`config.mk`:
```
export PLATFORM = sky130hd
export DESIGN_NAME = imem_loader
export DESIGN_NICKNAME = d
export VERILOG_FILES = /design/src/rtl/imem_loader_pkg.sv /design/src/rtl/imem_loader.sv
export SDC_FILE = /design/constraint.sdc
export NUM_CORES = 1
export LEC_CHECK = 0
export BUFFER_PORTS_ARGS = -buffer_cell sky130_fd_sc_hd__buf_4
export CAP_MARGIN = 20
export CORE_MARGIN = 10
export CORE_UTILIZATION = 58
export DETAILED_ROUTE_END_ITERATION = 12
export GPL_TIMING_DRIVEN = 0
export PLACE_DENSITY = 0.92
export SLEW_MARGIN = 20
export SYNTH_ARGS = -nofsm -noshare
export SYNTH_HDL_FRONTEND = slang
export SYNTH_SLANG_ARGS = --single-unit
```
`constraint.sdc`:
```
create_clock -name clk_i -period 4.9 [get_ports clk_i]
set_clock_uncertainty 0.1 [all_clocks]
set_input_delay 0.735 -clock clk_i [delete_from_list [all_inputs] [get_ports clk_i]]
set_output_delay 0.735 -clock clk_i [all_outputs]
set_load 0.005 [all_outputs]
```
`src/rtl/imem_loader_pkg.sv`:
```
// Shared definitions for the instruction-memory boot loader:
// loader state encoding and frame geometry constants.
package imem_loader_pkg;

    localparam int unsigned HDR_BYTES      = 2;
    localparam int unsigned BYTES_PER_WORD = 4;
    localparam int unsigned INSTR_WIDTH    = 32;

    typedef enum logic [2:0] {
        ST_IDLE,
        ST_HDR_HI,
        ST_HDR_LO,
        ST_DATA,
        ST_CHK,
        ST_DONE,
        ST_ERR
    } loader_state_e;

endpackage

```
`src/rtl/imem_loader.sv`:
```
// Boot-time loader: takes a framed byte stream (16-bit word count, big-endian
// words, XOR checksum) and writes it into instruction memory, stalling the CPU.
module imem_loader
    import imem_loader_pkg::*;
#(
    parameter int unsigned ADDR_WIDTH = 8,
    parameter int unsigned MAX_WORDS  = 256
) (
    input  logic                   clk_i,
    input  logic                   rst_i,
    input  logic                   start_i,
    input  logic                   byte_valid_i,
    input  logic [7:0]             byte_data_i,
    output logic                   byte_ready_o,
    output logic                   imem_we_o,
    output logic [ADDR_WIDTH-1:0]  imem_waddr_o,
    output logic [INSTR_WIDTH-1:0] imem_wdata_o,
    output logic                   cpu_hold_o,
    output logic                   done_o,
    output logic                   error_o,
    output logic [ADDR_WIDTH:0]    word_count_o
);

    loader_state_e state_q, state_d;

    logic [7:0]             countHi_q;
    logic [15:0]            count_q;
    logic [7:0]             acc_q;
    logic [23:0]            asmWord_q;
    logic [1:0]             byteIdx_q;
    logic [ADDR_WIDTH:0]    wordCount_q;
    logic                   we_q;
    logic [ADDR_WIDTH-1:0]  waddr_q;
    logic [INSTR_WIDTH-1:0] wdata_q;

    logic        xfer;
    logic        startAccept;
    logic        wordComplete;
    logic        lastWord;
    logic [15:0] headerWords;

    assign xfer         = byte_valid_i && byte_ready_o;
    assign startAccept  = start_i && (state_q == ST_IDLE || state_q == ST_DONE || state_q == ST_ERR);
    assign wordComplete = (byteIdx_q == 2'(BYTES_PER_WORD - 1));
    assign lastWord     = (32'(wordCount_q) + 32'd1) == 32'(count_q);
    assign headerWords  = {countHi_q, byte_data_i};

    always_ff @(posedge clk_i or posedge rst_i) begin
        if (rst_i) begin
            state_q <= ST_IDLE;
        end else begin
            state_q <= state_d;
        end
    end

    always_comb begin
        state_d = state_q;
        case (state_q)
            ST_IDLE, ST_DONE, ST_ERR: begin
                if (start_i) state_d = ST_HDR_HI;
            end
            ST_HDR_HI: begin
                if (xfer) state_d = ST_HDR_LO;
            end
            ST_HDR_LO: begin
                if (xfer) begin
                    if ({16'd0, headerWords} > MAX_WORDS) state_d = ST_ERR;
                    else if (headerWords == 16'd0)        state_d = ST_CHK;
                    else                                  state_d = ST_DATA;
                end
            end
            ST_DATA: begin
                if (xfer && wordComplete && lastWord) state_d = ST_CHK;
            end
            ST_CHK: begin
                if (xfer) state_d = (byte_data_i == acc_q) ? ST_DONE : ST_ERR;
            end
            default: state_d = ST_IDLE;
        endcase
    end

    always_comb begin
        byte_ready_o = 1'b0;
        cpu_hold_o   = 1'b0;
        done_o       = 1'b0;
        error_o      = 1'b0;
        case (state_q)
            ST_HDR_HI, ST_HDR_LO, ST_DATA, ST_CHK: begin
                byte_ready_o = 1'b1;
                cpu_hold_o   = 1'b1;
            end
            ST_DONE: done_o = 1'b1;
            ST_ERR: begin
                error_o    = 1'b1;
                cpu_hold_o = 1'b1;
            end
            default: ;
        endcase
    end

    // Datapath: header capture, checksum, word assembly and the one-cycle write strobe.
    always_ff @(posedge clk_i or posedge rst_i) begin
        if (rst_i) begin
            countHi_q   <= '0;
            count_q     <= '0;
            acc_q       <= '0;
            asmWord_q   <= '0;
            byteIdx_q   <= '0;
            wordCount_q <= '0;
            we_q        <= 1'b0;
            waddr_q     <= '0;
            wdata_q     <= '0;
        end else begin
            we_q <= 1'b0;
            if (startAccept) begin
                countHi_q   <= '0;
                count_q     <= '0;
                acc_q       <= '0;
                byteIdx_q   <= '0;
                wordCount_q <= '0;
            end else if (xfer) begin
                case (state_q)
                    ST_HDR_HI: begin
                        countHi_q <= byte_data_i;
                        acc_q     <= acc_q ^ byte_data_i;
                    end
                    ST_HDR_LO: begin
                        count_q <= headerWords;
                        acc_q   <= acc_q ^ byte_data_i;
                    end
                    ST_DATA: begin
                        asmWord_q <= {asmWord_q[15:0], byte_data_i};
                        acc_q     <= acc_q ^ byte_data_i;
                        byteIdx_q <= byteIdx_q + 2'd1;
                        if (wordComplete) begin
                            we_q        <= 1'b1;
                            waddr_q     <= wordCount_q[ADDR_WIDTH-1:0];
                            wdata_q     <= {asmWord_q, byte_data_i};
                            wordCount_q <= wordCount_q + 1'b1;
                        end
                    end
                    default: ;
                endcase
            end
        end
    end

    assign imem_we_o    = we_q;
    assign imem_waddr_o = waddr_q;
    assign imem_wdata_o = wdata_q;
    assign word_count_o = wordCount_q;

endmodule

```
==> metrics.md, run 1 <==
| Metric | Value |
|---|---|
| Synth top area share | `0.5431` |
| Hold Crit Class | `in2async` |
| Port bufs | `56` |
| Maximum fanout along the worst path | `10` |
| TNS Setup | `0 ns` |
| Clk sink count | `111` |
| DPL Wire Length | `8629 µm` |
| Worst r2r path cells | `8` |
| TritonCTS Buffers | `9` |
| Comb pwr share | `0.380` |
| Clk pwr share | `0.158` |
| Sequential area share after synthesis | `0.5431` |
| FP Rows | `34` |
| CTS tree | `built` |
| WP data arrival | `1.64 ns` |
| Final WL | `12370 µm` |
| I/O pin cnt | `66` |
| Hold slack | `0.2732 ns` |
| Slew @ Worst Pin | `0.8111 ns` |
| Synth Area in Adders | `0.004892` |
| RSZ-0062 raised after global routing | `false` |
| Clk_lat worst skew | `0.38 ns` |
| Maximum number of pins on one net before global-route repair | `61` |
| CTS Hold Buffers Added | `0` |
| Rel. slew slack | `0.4578` |
| Fraction of registers with async set/reset | `1.000` |
| Die W | `113.9 µm` |
| Sequential power share | `0.462` |
| WS Path Type | `reg2out` |
| Post-synthesis simple-gate area fraction | `0.2045` |
| Leak | `0.002861 µW` |
| Routed len/inst | `17.47 µm` |
| Syn Nets | `542` |
| Fraction of layout instances using a drive strength above 1 | `0.2250` |
| Critical Path RT | `4.07 ns` |
| Initial Util | `0.5923` |
| Final instance area | `5881 µm²` |
| Synthesized area per cell | `9.687 µm²` |
| Total Nets Final | `610` |
| Largest cells by area after synthesis | `dfrtp_1 54%, nand2_1 12%, mux2_2 5.3%` |
| Synthesized flop and latch total | `111` |
| Core area | `8636 µm²` |
| Final worst path period need | `2.472 ns` |
| # diodes | `0` |
| Vias/cell | `5.831` |
| Fin. Hold Viols | `0` |
| Fin crit share | `0.5046` |
| Number of flops mapped to enable cells by yosys | `0` |
| Number of gates resized after cts | `0` |
| Power per Cell Area | `558.2 nW/µm²` |
| First-pass GRT wire length | `20640 µm` |
| Commonest non-fill, non-tap cells in the layout | `165 x nand2_1, 111 x dfrtp_1, 58 x buf_4` |
| Switching share of power | `0.3660` |
| Root Buffer | `clkbuf_8` |
| Synth Area in Compound Gates | `0.1159` |
| Max Clk Rate | `0.4045 GHz` |
| Final setup violation count | `0` |
| Post-synthesis cell area | `5115 µm²` |
| Internal power | `2081 µW` |
| Crit start category | `flip-flop` |
| CTS Buffer Depth | `2` |
| Drt initial violations | `305` |
| Top FF cell, synth | `dfrtp_1` |
| Area leader, netlist | `dfrtp_1` |
| P_sw | `1201 µW` |
| Worst IR Drop VDD | `309.3 µV` |
| Placed cells | `693` |
| Status | `finished clean` |
| DR vias | `4128` |
| GR Util All Layers | `0.1954` |
| Congestion Overflow GR | `0` |
| Residual DRC count | `0` |
| Main combinational cell family by area after synthesis | `simple AND/OR/NAND/NOR gates` |
| Initial antenna violation count | `0` |
| Die Ht | `113.9 µm` |
| Synth warnings | `0` |
| Finished Layout Cells | `708` |
| Final ANT Viol Nets | `0` |
| Synthesis-to-layout area growth | `14.97%` |
| Die area | `12980 µm²` |
| CP endpoint kind | `primary output` |
| Yosys cell types | `52` |
| Post-synthesis mux area share | `0.05773` |
| Max H-tree Level | `3` |
| CTS clk-pin slew, worst paths | `0.11 ns` |
| Cells after synthesis | `528` |
| GP Congestion | `0.9290` |
| Final Slew Violations | `0` |
| Post-CTS Setup Inserts | `0` |
| Initial DRT Pass Iterations | `5` |
| Max-cap violations | `0` |
| Area after DPL | `5703 µm²` |
| Post-Synth XOR/XNOR Area | `0.03425` |
| Commonest non-fill, non-tap cell in the layout | `nand2_1` |
| Vias in the first global route | `4172` |
## layer usage
metal,global-route usage,up-vias,wire length (µm)
li1,-,1897,-
met1,0.2394,2020,4978
met2,0.3207,181,6131
met3,0.05092,30,927
met4,0.08187,0,329
met5,0,-,0
## path summary, 6_finish.rpt
path	start	to	slack (ns)
hold / removal	rst_i	imem_waddr_o[2]	0.27
min in group clk_i	asmWord_q[19]	imem_wdata_o[27]	0.38
setup reg to reg	state_q[2]	word_count_o[8]	2.50
hold reg to reg	asmWord_q[19]	imem_wdata_o[27]	0.38
setup / recovery	state_q[0]	byte_ready_o	2.43
max in group asynchronous	rst_i	imem_wdata_o[3]	3.78
## Yosys cell counts, drive strengths merged (6+ instances only)
cell,n
nand2,165
dfrtp,111
o21ai,34
mux2,25
nor2,25
buf,20
a21oi,19
clkbuf,16
xnor2,15
nand2b,10
a22o,9
nand3,8
and2,6
## area by class of cell
| class | instances | area (µm²) |
|---|---|---|
| Multi-Input combinational cell | 376 | 2135 |
| Fill cell | 614 | 2755 |
| Tap cell | 108 | 135.1 |
| Clock buffer | 9 | 123.9 |
| Inverter | 5 | 23.77 |
| Buffer | 36 | 183.9 |
| Timing Repair Buffer | 57 | 447.9 |
| Sequential cell | 111 | 2778 |
| Clock inverter | 6 | 53.80 |
## registers in the layout, summed over array words and instances (netlist names)
signal and flops:
asmWord_q 24, state_q 3, imem_we_o 1, countHi_q 8
imem_waddr_o 8, byteIdx_q 2, word_count_o 9, count_q 16
acc_q 8, imem_wdata_o 32
## worst max-delay path, cell delays in order, from the launching register on
cell     delay (ns)
dfrtp_1        0.42
buf_2          0.24
nor2_1         0.11
xnor2_1        0.32
buf_4          0.18
## through the flow
| stage | worst slack (ns) | total power, µW | utilization |
|---|---|---|---|
| after floorplan | 1.134 | 2302 | - |
| after global placement | 0.08615 | 2680 | 0.6566 |
| final | 2.428 | 3283 | 0.6810 |
| after CTS | 2.444 | 3284 | 0.6810 |
| after global routing | 2.358 | 3506 | 0.6810 |
| after detailed placement | 2.415 | 2759 | 0.6604 |
## cells by family (layout without fill, tap and decap cells)
| family | after synthesis | count (layout) |
|---|---|---|
| AO/OA/AOI/OAI | 88 | 88 |
| XOR/XNOR | 20 | 20 |
| adder cells (fa/ha/maj) | 2 | 2 |
| buffers and inverters | 41 | 113 |
| flip-flops | 111 | 111 |
| multiplexers | 26 | 26 |
| AND/OR/NAND/NOR | 240 | 240 |
## power by group through the flow
stage	Clock [µW]	Combinational [µW]	Sequential, µW
after floorplan	0	834	1470
after global placement	0	1180	1500
after detailed placement	0	1240	1520
after CTS	521	1250	1510
after global routing	569	1380	1560
final	520	1250	1520
No activity file was read; power rests on OpenSTA's default activity.
==> inputs of run 2 (changes only) <==
- CORE_UTILIZATION: 58 -> 52
- PLACE_DENSITY: 0.92 -> 0.88
- clock period: 4.9 -> 2.2 ns (I/O delays scaled with it)
==> metrics.md, run 2 (synthesis results as in run 1) <==
| Metric | Value |
|---|---|
| Status | `finished clean (unchanged)` |
| GR Util All Layers | `0.1753 (was 0.1954)` |
| Leak | `0.002904 µW (was 0.002861 µW)` |
| FF-to-FF End | `state_q[0] (was word_count_o[8])` |
| CTS tree | `built (unchanged)` |
| Rel. slew slack | `0.4962 (was 0.4578)` |
| Die Ht | `119.2 µm (was 113.9 µm)` |
| RSZ-0062 raised after global routing | `true (was false)` |
| Clk_lat worst skew | `0.37 ns (was 0.38 ns)` |
| Hold Crit Class | `in2reg (was in2async)` |
| FP Rows | `36 (was 34)` |
| Pre-CTS setup slack | `-0.09780 ns (was 2.415 ns)` |
| Final worst path period need | `2.160 ns` |
| Maximum number of pins on one net before global-route repair | `36 (was 61)` |
| Commonest non-fill, non-tap cells in the layout | `164 x nand2_1, 109 x dfrtp_1, 59 x buf_4 (was 165 x nand2_1, 111 x dfrtp_1, 58 x buf_4)` |
| Routed len/inst | `17.39 µm (was 17.47 µm)` |
| Pwr Total | `7509 µW (was 3283 µW)` |
| CP Capture Point | `state_q[0] (was byte_ready_o)` |
| Final Slew Violations | `0 (unchanged)` |
| CP endpoint kind | `flip-flop (was primary output)` |
| Initial Util | `0.5282 (was 0.5923)` |
| CTS clk-pin slew, worst paths | `0.10 ns (was 0.11 ns)` |
| DR vias | `4152 (was 4128)` |
| Final setup violation count | `0 (unchanged)` |
| Hold slack | `0.1520 ns (was 0.2732 ns)` |
| Sequential power share | `0.451 (was 0.462)` |
| TNS Setup | `0 ns (unchanged)` |
| Max reg flops | `32 (unchanged)` |
| Port bufs | `56 (unchanged)` |
| Fin. Hold Viols | `0 (unchanged)` |
| Critical Path RT | `2.37 ns (was 4.07 ns)` |
| Hold depth | `3` |
| TritonCTS Buffers | `9 (unchanged)` |
| Crit start category | `flip-flop (unchanged)` |
| Max Clk Rate | `0.4631 GHz` |
| Final ANT Viol Nets | `0 (unchanged)` |
| P_sw | `2790 µW (was 1201 µW)` |
| Clk pwr share | `0.156 (was 0.158)` |
| Vias/cell | `5.634 (was 5.831)` |
| Die W | `119.2 µm (was 113.9 µm)` |
| Power per Cell Area | `1238 nW/µm² (was 558.2 nW/µm²)` |
| Maximum fanout along the worst path | `10 (unchanged)` |
| RR Startpoint | `state_q[0] (was state_q[2])` |
| Drt initial violations | `351 (was 305)` |
| GP Congestion | `0.9099 (was 0.9290)` |
| Comb pwr share | `0.393 (was 0.380)` |
| Commonest non-fill, non-tap cell in the layout | `nand2_1 (unchanged)` |
| CTS Buffer Depth | `2 (unchanged)` |
| Final worst setup slack | `0.04042 ns (was 2.428 ns)` |
| I/O pin cnt | `66 (unchanged)` |
| Fin crit share | `0.9816` |
| Worst IR Drop VDD | `671.4 µV (was 309.3 µV)` |
| First-pass GRT wire length | `20820 µm (was 20640 µm)` |
| Switching share of power | `0.3715 (was 0.3660)` |
| Total Nets Final | `613 (was 610)` |
| WS Path Type | `reg2reg (was reg2out)` |
| Root Buffer | `clkbuf_8 (unchanged)` |
| CP startpoint | `state_q[0] (unchanged)` |
| Initial DRT Pass Iterations | `5 (unchanged)` |
| Final WL | `12820 µm (was 12370 µm)` |
| Congestion Overflow GR | `0 (unchanged)` |
| Clk sink count | `111 (unchanged)` |
| Fraction of layout instances using a drive strength above 1 | `0.2550 (was 0.2250)` |
| Max-cap violations | `0 (unchanged)` |
| Synthesis-to-layout area growth | `18.62% (was 14.97%)` |
| Slew @ Worst Pin | `0.7537 ns (was 0.8111 ns)` |
| Residual DRC count | `0 (unchanged)` |
| Internal power | `4719 µW (was 2081 µW)` |
| Flop2flop setup slack | `0.04 ns (was 2.50 ns)` |
| Max H-tree Level | `3 (unchanged)` |
| Die area | `14200 µm² (was 12980 µm²)` |
| WP data arrival | `2.33 ns (was 1.64 ns)` |
| DPL Wire Length | `9109 µm (was 8629 µm)` |
| Worst r2r path cells | `7 (was 8)` |
| # diodes | `0 (unchanged)` |
| Hold Path Origin | `byte_data_i[1]` |
| Initial antenna violation count | `0 (unchanged)` |
| Vias in the first global route | `4188 (was 4172)` |
| Core area | `9684 µm² (was 8636 µm²)` |
## run 2: cell types whose count changed in the layout (fill, tap and decap cells not counted), sizes merged
cell and delta:
clkbuf +3, buf -1, dlygate4sd3 +1, inv -1
clkinvlp +2
## run 2: through the flow
stage                     instances  cell area (µm²)    util
after global placement          717             5705  0.5891
after global routing            737             6067  0.6265
final                           737             6067  0.6265
after CTS                       737             5996  0.6191
after floorplan                 528             5119       -
after detailed placement        720             5773  0.5961
## run 2: cell type report
| type | instances | area (µm²) |
|---|---|---|
| Buffer | 36 | 203.9 |
| Timing Repair Buffer | 60 | 498.0 |
| Multi-Input combinational cell | 376 | 2203 |
| Tap cell | 133 | 166.4 |
| Sequential cell | 111 | 2780 |
| Clock inverter | 7 | 66.31 |
| Fill cell | 761 | 3617 |
| Clock buffer | 9 | 123.9 |
| Inverter | 5 | 25.02 |
## run 2: metal layers
metal | GRT usage | wire length (µm)
met1 | 0.2054 | 5109
met5 | 0 | 0
met2 | 0.3015 | 6479
met3 | 0.03968 | 805
met4 | 0.07634 | 420
## run 2: worst min-delay path by stage
stage          slack [ns]                to
2_1_floorplan        0.33  imem_wdata_o[24]
4_1_cts              0.15   imem_wdata_o[1]
5_1_grt              0.15   imem_wdata_o[1]
6_report             0.15   imem_wdata_o[1]
3_5_place_dp         0.30  imem_wdata_o[27]
3_3_place_gp         0.35  imem_wdata_o[31]
## run 2: power by group through the flow
stage	Combinational [µW]	Clock [µW]	Sequential, µW
after detailed placement	2800	0	3400
after CTS	2850	1180	3370
after global routing	3230	1260	3480
after floorplan	1860	0	3270
after global placement	2640	0	3340
final	2950	1170	3390
## run 2: repair_timing
action / in CTS / in global routing
endpoints found under the setup margin: 44 / 35
hold buffers: 1 / 0
buffers inserted: 0 / 0
hold endpoints to repair: 19 / 0
pin swaps: 0 / 3
gates cloned: 0 / 0
gates resized for setup: 7 / 25
## run 2: worst max-delay path, stage by stage, from the launching register on
cell	delay, ns
dfrtp_1	0.43
clkbuf_4	0.22
nor2_4	0.16
xnor2_2	0.17
nand4_1	0.20
nor4_4	0.38
o2111ai_2	0.20
a21o_1	0.21
